## src/rtl/tx_sync_if.sv

```systemverilog
// tx_sync_if: control bundle between the tx start-up sequencer and the
// surrounding gearing logic (request/lock in, clock-sync/gearbox controls out).
interface tx_sync_if;
    logic init;
    logic lock;
    logic eclk_stop;
    logic div_reset;
    logic tx_ready;

    // Driven by the system side and the PLL; observes the sequencer outputs.
    modport master (
        output init,
        output lock,
        input  eclk_stop,
        input  div_reset,
        input  tx_ready
    );

    // The sequencer itself.
    modport slave (
        input  init,
        input  lock,
        output eclk_stop,
        output div_reset,
        output tx_ready
    );
endinterface

```

## src/rtl/tx_sync.sv

```systemverilog
// tx_sync: transmit-side DDR gearing start-up sequencer. Waits for PLL lock
// and an init request, then stops the edge clock, releases the divider and
// gearbox reset, restarts the edge clock and reports ready. Losing lock or
// init at any point drops straight back to the idle, divider-in-reset state.
module tx_sync #(
    parameter int WAIT_CYC = 4,
    parameter int CNT_W    = 8
) (
    input  logic      clk,
    input  logic      rst,
    tx_sync_if.slave  bus
);

    typedef enum logic [5:0] {
        WAIT_LOCK = 6'b000001,
        SETTLE    = 6'b000010,
        STOP      = 6'b000100,
        REL_RST   = 6'b001000,
        START     = 6'b010000,
        READY     = 6'b100000
    } state_t;

    localparam logic [CNT_W-1:0] CNT_LAST = CNT_W'(WAIT_CYC - 1);
    localparam logic [CNT_W-1:0] CNT_MAX  = {CNT_W{1'b1}};

    state_t           state;
    state_t           state_nxt;
    logic [CNT_W-1:0] cnt;
    logic             lock_p1;
    logic             lock_s;
    logic             abort;
    logic             done;
    logic             eclk_stop_q;
    logic             div_reset_q;
    logic             tx_ready_q;

    // Two-flop synchroniser bringing the asynchronous PLL lock into clk.
    always_ff @(posedge clk) begin
        if (rst) begin
            lock_p1 <= 1'b0;
            lock_s  <= 1'b0;
        end else begin
            lock_p1 <= bus.lock;
            lock_s  <= lock_p1;
        end
    end

    assign abort = ~bus.init | ~lock_s;
    assign done  = (cnt == CNT_LAST);

    // Next-state selection; abort outranks dwell completion in every active state.
    always_comb begin
        state_nxt = state;
        if (state != WAIT_LOCK && abort) begin
            state_nxt = WAIT_LOCK;
        end else begin
            case (state)
                WAIT_LOCK: if (bus.init && lock_s) state_nxt = SETTLE;
                SETTLE:    if (done)               state_nxt = STOP;
                STOP:      if (done)               state_nxt = REL_RST;
                REL_RST:   if (done)               state_nxt = START;
                START:     if (done)               state_nxt = READY;
                READY:                             state_nxt = READY;
                default:                           state_nxt = WAIT_LOCK;
            endcase
        end
    end

    // State, dwell counter and outputs, with outputs decoded from the next state.
    always_ff @(posedge clk) begin
        if (rst) begin
            state       <= WAIT_LOCK;
            cnt         <= '0;
            eclk_stop_q <= 1'b0;
            div_reset_q <= 1'b1;
            tx_ready_q  <= 1'b0;
        end else begin
            state <= state_nxt;
            if (state_nxt != state) begin
                cnt <= '0;
            end else if (cnt != CNT_MAX) begin
                cnt <= cnt + 1'b1;
            end
            case (state_nxt)
                SETTLE:  begin eclk_stop_q <= 1'b0; div_reset_q <= 1'b1; tx_ready_q <= 1'b0; end
                STOP:    begin eclk_stop_q <= 1'b1; div_reset_q <= 1'b1; tx_ready_q <= 1'b0; end
                REL_RST: begin eclk_stop_q <= 1'b1; div_reset_q <= 1'b0; tx_ready_q <= 1'b0; end
                START:   begin eclk_stop_q <= 1'b0; div_reset_q <= 1'b0; tx_ready_q <= 1'b0; end
                READY:   begin eclk_stop_q <= 1'b0; div_reset_q <= 1'b0; tx_ready_q <= 1'b1; end
                default: begin eclk_stop_q <= 1'b0; div_reset_q <= 1'b1; tx_ready_q <= 1'b0; end
            endcase
        end
    end

    assign bus.eclk_stop = eclk_stop_q;
    assign bus.div_reset = div_reset_q;
    assign bus.tx_ready  = tx_ready_q;

endmodule

```

## src/flat_wrapper.sv

```systemverilog
// flat-port wrapper written by rule: the top's interface ports become plain ports
module tx_sync_flat 
#(
    parameter int WAIT_CYC = 4,
    parameter int CNT_W    = 8
)
  (clk, rst, bus_init, bus_lock, bus_eclk_stop, bus_div_reset, bus_tx_ready);
  tx_sync_if bus_i ();
  input  logic clk;
  input  logic rst;
  input wire logic [$bits(bus_i.init)-1:0] bus_init;
  input wire logic [$bits(bus_i.lock)-1:0] bus_lock;
  output wire logic [$bits(bus_i.eclk_stop)-1:0] bus_eclk_stop;
  output wire logic [$bits(bus_i.div_reset)-1:0] bus_div_reset;
  output wire logic [$bits(bus_i.tx_ready)-1:0] bus_tx_ready;
  assign bus_i.init = bus_init;
  assign bus_i.lock = bus_lock;
  assign bus_eclk_stop = bus_i.eclk_stop;
  assign bus_div_reset = bus_i.div_reset;
  assign bus_tx_ready = bus_i.tx_ready;
  tx_sync #(.WAIT_CYC(WAIT_CYC), .CNT_W(CNT_W)) u_core (.clk(clk), .rst(rst), .bus(bus_i));
endmodule
```

## config.mk

```make
export PLATFORM = sky130hd
export DESIGN_NAME = tx_sync_flat
export DESIGN_NICKNAME = d
export VERILOG_FILES = /design/src/rtl/tx_sync_if.sv /design/src/rtl/tx_sync.sv /design/src/flat_wrapper.sv
export SDC_FILE = /design/constraint.sdc
export NUM_CORES = 1
export LEC_CHECK = 0
export ABC_AREA = 1
export ABC_CLOCK_PERIOD_IN_PS = 1700
export CAP_MARGIN = 15
export CORE_ASPECT_RATIO = 1.25
export CORE_UTILIZATION = 52
export CTS_BUF_LIST = sky130_fd_sc_hd__clkbuf_16
export CTS_CLUSTER_SIZE = 14
export DETAILED_ROUTE_END_ITERATION = 6
export HOLD_SLACK_MARGIN = 0.08
export PLACE_DENSITY = 0.81
export RECOVER_POWER = 50
export SLEW_MARGIN = 10
export SYNTH_ARGS = -nofsm -noshare
export SYNTH_HDL_FRONTEND = slang
export SYNTH_SLANG_ARGS = --single-unit
export TNS_END_PERCENT = 30
```

## constraint.sdc

```tcl
create_clock -name clk -period 1.7 [get_ports clk]
set_input_delay 0.17 -clock clk [delete_from_list [all_inputs] [get_ports clk]]
set_output_delay 0.17 -clock clk [all_outputs]
set_load 0.01 [all_outputs]
```

=== Word-level counts from Yosys, hierarchy flattened ===
Cells that the tools add are included.

* Register bits: 19
* Bits in latches: 0
* Bits in writable memories: 0
* ROM bits: 0
* Bits of input ports: 4
* Output and inout port bits: 3
* Logic and storage cells: 40
* Memories kept: 0

* $add $sub $neg: 1
* $mul: 0
* Divide/modulo/power cells: 0
* Order comparisons: 0
* Eq/ne operators: 14
* Shift-type cells: 0
* Muxes and demuxes: 10
* Bitwise logic cells: 3
* Reduce and logical (&&, ||, !) cells: 5

{| class="wikitable"
|+ Operator list
! kind !! count
|-
| $mux W6 || 6
|-
| $pmux W6 S6 || 1
|-
| $eq A6 B3 Y1 const B || 2
|-
| $eq A6 B4 Y1 const B || 2
|-
| $eq A6 B5 Y1 const B || 2
|-
| $eq A6 B6 Y1 const B || 2
|-
| $add A8 B1 Y8 const B || 1
|-
| $eq A8 B2 Y1 const B || 1
|-
| $ne A8 B8 Y1 const B || 1
|-
| $eq A6 B1 Y1 const B || 1
|-
| $eq A6 B2 Y1 const B || 1
|-
| $ne A6 B1 Y1 const B || 1
|-
| $ne A6 B6 Y1 || 1
|-
| $reduce_or A2 Y1 || 2
|-
| $mux W1 || 3
|-
| $reduce_or A3 Y1 || 1
|-
| $logic_and A1 B1 Y1 || 2
|-
| $not A1 Y1 || 2
|-
| $or A1 B1 Y1 || 1
|}

=== Logic depth before layout (Yosys ltp) ===
* Depth in word-level cells: 7
* Mapped depth: 13
* Mapped depth without buffers: 13

=== Worst setup path after synthesis ===
OpenSTA, ideal clock, no wires.

* Kind: register -> register
* Start point: register u_core.cnt[0]
* End point: register u_core.cnt[3]
* Setup time: 0.116 ns
* Arrival: 1.567 ns
* Data required time: 1.584 ns
* Setup slack: 0.017 ns
* Cell stages (with the launch flop): 10
* Path buffers: 0
* Clock period less this slack: 1.683 ns
* Cells stage by stage: dfxtp_1 > ha_1 > inv_1 > nor2_1 > nand3_1 > nor3_4 > inv_1 > nand4_1 > xor2_1 > nor2_2

* Word-level cells in the longest chain between the ends: 6
* Elaborated cells between the ends (all ways): 11
* Those cells by class: add/sub: 1; eq/ne: 3; mux: 6; reduce/logical: 1

{| class="wikitable"
|+ Ends and longest elaborated chain
! item !! line !! source
|-
| from (decl) || tx_sync.sv:28 || <nowiki>logic [CNT_W-1:0] cnt;</nowiki>
|-
| from (signal assigned) || tx_sync.sv:82 || <nowiki>cnt <= cnt + 1'b1;</nowiki>
|-
| $eq A8 B2 Y1 || tx_sync.sv:49 || <nowiki>assign done = (cnt == CNT_LAST);</nowiki>
|-
| $mux W6 (on tied branches) || -- ||
|-
| $pmux W6 S6 || tx_sync.sv:57 || <nowiki>case (state)</nowiki>
|-
| $mux W6 || tx_sync.sv:54 || <nowiki>if (state != WAIT_LOCK && abort) begin</nowiki>
|-
| $ne A6 B6 Y1 || tx_sync.sv:79 || <nowiki>if (state_nxt != state) begin</nowiki>
|-
| $reduce_or A2 Y1 (no line) || -- ||
|}

Several ways; a longest one is shown, not always the timed one.
A chain may end at the register's enable or synchronous reset.

=== Worst setup path in the final report ===
* Start point: register u_core.state[3]
* End point: register u_core.cnt[6]

* Word-level cells in the longest chain between the ends: 5
* Elaborated cells between the ends (all ways): 17
* Those cells by class: eq/ne: 8; mux: 7; reduce/logical: 2

{| class="wikitable"
|+ Ends and longest elaborated chain
! item !! line !! source
|-
| from (decl) || tx_sync.sv:26 || <nowiki>state_t state;</nowiki>
|-
| from (signal assigned) || tx_sync.sv:78 || <nowiki>state <= state_nxt;</nowiki>
|-
| $eq A6 B6 Y1, or another cell as far along || tx_sync.sv:57 ||
|-
| $pmux W6 S6 / $logic_and A1 B1 Y1 (equally long branches) || tx_sync.sv:57, tx_sync.sv:54 ||
|-
| $mux W6 || tx_sync.sv:54 ||
|-
| $ne A6 B6 Y1 * || tx_sync.sv:79 ||
|-
| $reduce_or A2 Y1 (no line) * || -- ||
|}

Mark *: on every way between the ends. The rest lies on a longest branch, timed or not.

==> results.rst <==
.. list-table::
   :header-rows: 1

   * - Metric
     - Value
   * - Status
     - finished clean
   * - Clk slew on worst S/H paths
     - 0.05 ns
   * - Maximum level of the CTS H-tree
     - 1
   * - Detailed-route vias per instance
     - 5.12
   * - Cell class contributing the biggest share of worst-path delay
     - simple AND/OR/NAND/NOR gates
   * - Warning count from the yosys run
     - 0
   * - Overall die area
     - 2530 um2
   * - Number of cells on the worst hold path
     - 2
   * - Most used DFF post-synth
     - sky130_fd_sc_hd__dfxtp_1
   * - Netlist Area Pre-Place
     - 1210 um2
   * - Final-report hold violation count
     - 0
   * - Tightest Pin Transition
     - 0.296 ns
   * - Met3 Use GR
     - 3.90%
   * - Met1 track utilization from global routing
     - 22.4%
   * - Number of routed nets with antenna violations
     - 0
   * - Mapped Avg Cell Area
     - 7.12 um2
   * - Most common cell after layout, fill and taps aside
     - sky130_fd_sc_hd__nand2_1
   * - Die span in x
     - 45.2 um
   * - RSZ-0062 raised after global routing
     - true
   * - Signal arrival time at the worst endpoint
     - 1.84 ns
   * - Via count
     - 1167
   * - Path type of the worst min-delay path
     - reg2reg
   * - Clock buffers created by TritonCTS
     - 3
   * - Post-DP HPWL
     - 1.93 mm
   * - Detail-routed net length per standard cell
     - 12.3 um
   * - Number of setup violations in the final report
     - 0
   * - Area Growth Syn to Fin
     - 32.1%
   * - Wire length of the first global-routing pass
     - 4.09 mm
   * - CORE AREA
     - 2210 um2
   * - Clock insertion delay at the later pin of the skew report
     - 0.25 ns
   * - Final Critical Period
     - 1.66 ns
   * - Placer's final routability congestion estimate
     - 0.949
   * - Fmax
     - 0.604 GHz
   * - Final design area excluding fillers
     - 1600 um2
   * - Worst-path fanout max
     - 8
   * - Endpoint class of the critical path
     - register
   * - Detailed-router iteration count before antenna repair
     - 4
   * - Clock Sinks
     - 19
   * - Hold path start
     - u_core.lock_p1
   * - Port bufs
     - 6
   * - Post-Syn Instances
     - 170
   * - Number of antenna repair diodes
     - 0
   * - Routed wire length
     - 2.80 mm
   * - Worst endpoint required time
     - 1.89 ns
   * - CTS tree
     - yes
   * - Cell count of the worst reg-to-reg path
     - 11
   * - R2R Path End
     - u_core.cnt[6]
   * - VDD IR max
     - 693 uV
   * - Destination of the worst hold path
     - u_core.lock_s
   * - Effective utilization at floorplan
     - 54.8%
   * - Critical register-to-register path startpoint
     - u_core.state[3]
   * - Flop and latch count out of synthesis
     - 19
   * - Slack of the worst reg-to-reg path
     - 0.04 ns
   * - Critical path class
     - reg2reg
   * - WP buf/inv
     - 1
   * - Clock tree root driver cell
     - sky130_fd_sc_hd__clkbuf_16
   * - Num ports
     - 7
   * - Die Span Y
     - 56.0 um
   * - DRC violation total after the first TritonRoute iteration
     - 33
   * - Fraction of final layout cells with drive strength greater than 1
     - 42.1%
   * - Antenna violations before repair
     - 0
   * - Count of unique library cells instantiated by Yosys
     - 26
   * - Vias in the first global route
     - 1060
   * - Number of remaining DRC errors
     - 0
   * - Slowest cell on the critical path
     - sky130_fd_sc_hd__dfxtp_4
   * - Max capacitance violation total
     - 0
   * - Met2 demand-to-capacity share in global routing
     - 41.0%
   * - Pin count of the biggest net entering global routing
     - 11
   * - Number of buffers on the longest clock path
     - 2
   * - Largest stage delay on the critical path
     - 0.35 ns
   * - Total power
     - 1.08 mW
   * - Number of core rows
     - 19
   * - Final number of max-transition violations
     - 0
   * - Clock Skews
     - 0.00256 ns
   * - Post-DP Area
     - 1370 um2
   * - Async SR Flop Fraction
     - 0%
   * - Syn nets
     - 175
   * - Overall track demand over capacity in global routing
     - 21.9%
   * - Final period utilization
     - 97.4%
   * - Overflow after GRT
     - 0
   * - Ordered list of cells on the worst path
     - nor2_4 -> nand2_4 -> nor2_4 -> inv_1 -> nand3_1 -> nand2_1 -> nand3_1 -> a21oi_1 -> nor2_2 -> nand2_4 -> nor2_2
   * - Category of the worst setup path launch point
     - register
   * - Most used routing layer
     - met2
   * - Leakage
     - 0.708 nW
   * - Power density over cell area
     - 674 nW/um2
   * - Post-synthesis sequential area ratio
     - 31.4%
   * - Commonest cells after routing, fill and taps aside
     - sky130_fd_sc_hd__nand2_1 (32), sky130_fd_sc_hd__inv_1 (20), sky130_fd_sc_hd__nor2_1 (18)
   * - Count of nets after finishing
     - 203
   * - Worst max-slew margin expressed relative to the limit
     - 80.0%
   * - Post-synth EDFFs
     - 0
==> flip-flops by register name, summed over array words and instances (netlist names) <==
register,count
u_core.bus.div_reset,1
u_core.bus.eclk_stop,1
u_core.bus.tx_ready,1
u_core.cnt,8
u_core.lock_p1,1
u_core.lock_s,1
u_core.state,6
==> synth_stat cells (2+ instances only) <==
cell / n / area (um2)
sky130_fd_sc_hd__nor2_4: 6 / 67.6
sky130_fd_sc_hd__nand3_2: 4 / 40.0
sky130_fd_sc_hd__nand2_4: 2 / 22.5
sky130_fd_sc_hd__nand2_1: 35 / 131
sky130_fd_sc_hd__nor2_1: 22 / 82.6
sky130_fd_sc_hd__dfxtp_1: 19 / 380
sky130_fd_sc_hd__inv_2: 6 / 22.5
sky130_fd_sc_hd__o21ai_0: 3 / 15.0
sky130_fd_sc_hd__nand4_1: 6 / 37.5
sky130_fd_sc_hd__inv_1: 19 / 71.3
sky130_fd_sc_hd__nand2_2: 7 / 43.8
sky130_fd_sc_hd__nor2_2: 13 / 81.3
sky130_fd_sc_hd__a21oi_1: 2 / 10.0
sky130_fd_sc_hd__nand3_1: 11 / 55.1
sky130_fd_sc_hd__xor2_1: 4 / 35.0
==> tightest hold or removal path, stage by stage (launching register included) <==
cell and delay [ns]:
sky130_fd_sc_hd__dfxtp_1 0.29, sky130_fd_sc_hd__inv_1 0.04, sky130_fd_sc_hd__nor2_1 0.03
==> where the power goes <==
| part | internal, mW | total [mW] | switching [mW] | leakage [nW] |
|---|---|---|---|---|
| logic | 0.0611 | 0.142 | 0.0805 | 0.507 |
| registers | 0.457 | 0.469 | 0.0116 | 0.159 |
| clock network | 0.313 | 0.468 | 0.155 | 0.0423 |
==> timing repair <==
action / 4_1_cts / 5_1_grt
pin swaps: 1 / 18
setup endpoints to repair: 2 / 9
setup buffers: 0 / 9
endpoints found under the hold margin: 0 / 0
hold buffers: 0 / 0
gates resized for setup: 1 / 28
==> metal layers <==
metal	vias to the layer above	part of all wire (%)	wire length, um
li1	589	-	-
met1	542	38	1050
met2	27	57	1610
met3	9	2.5	71
met4	0	2.4	68
met5	-	0	0
==> per-stage QoR <==
stage               util [%]  hold WS [ns]  setup slack, ns  setup TNS (ns)  std cells
finish                  72.4         0.406           0.0438               0        228
CTS                     65.5         0.407          0.00769               0        219
global route            72.4         0.421           -0.113          -0.677        228
floorplan                  -         0.277           0.0172               0        170
global placement        61.8         0.401           0.0172               0        215
detailed placement      61.8         0.400          -0.0341          -0.112        215
==> logic make-up (layout without fill, tap and decap cells) <==
kind of cell	count (synthesis)	count (layout)	synth area share, %
simple gates	109	109	49.2
buf+inv	26	53	8.68
flops	19	19	31.4
compound gates	10	10	6.10
xor+xnor	5	5	3.62
fa+ha+maj	1	1	1.03
==> how the worst max path moves through the flow <==
stage               slack (ns)             from            end  cells past startpoint
finish                    0.04  u_core.state[3]  u_core.cnt[6]                     11
global route             -0.11    u_core.cnt[3]  u_core.cnt[6]                     13
CTS                      0.008    u_core.cnt[0]  u_core.cnt[0]                     11
detailed placement       -0.03         bus_init  u_core.cnt[0]                     11
global placement          0.02         bus_init  u_core.cnt[7]                     11
floorplan                 0.02    u_core.cnt[0]  u_core.cnt[3]                      9
==> area by class of cell <==
| class | count | area [um2] |
|---|---|---|
| repair buffers | 24 | 203 |
| well taps | 31 | 38.8 |
| clock buffers | 3 | 75.1 |
| flip-flops and latches | 19 | 399 |
| multi-input cells | 125 | 787 |
| clock inverters | 1 | 3.75 |
| inverters | 25 | 93.8 |
| fillers | 169 | 611 |
No activity file was read; power rests on OpenSTA's default activity.
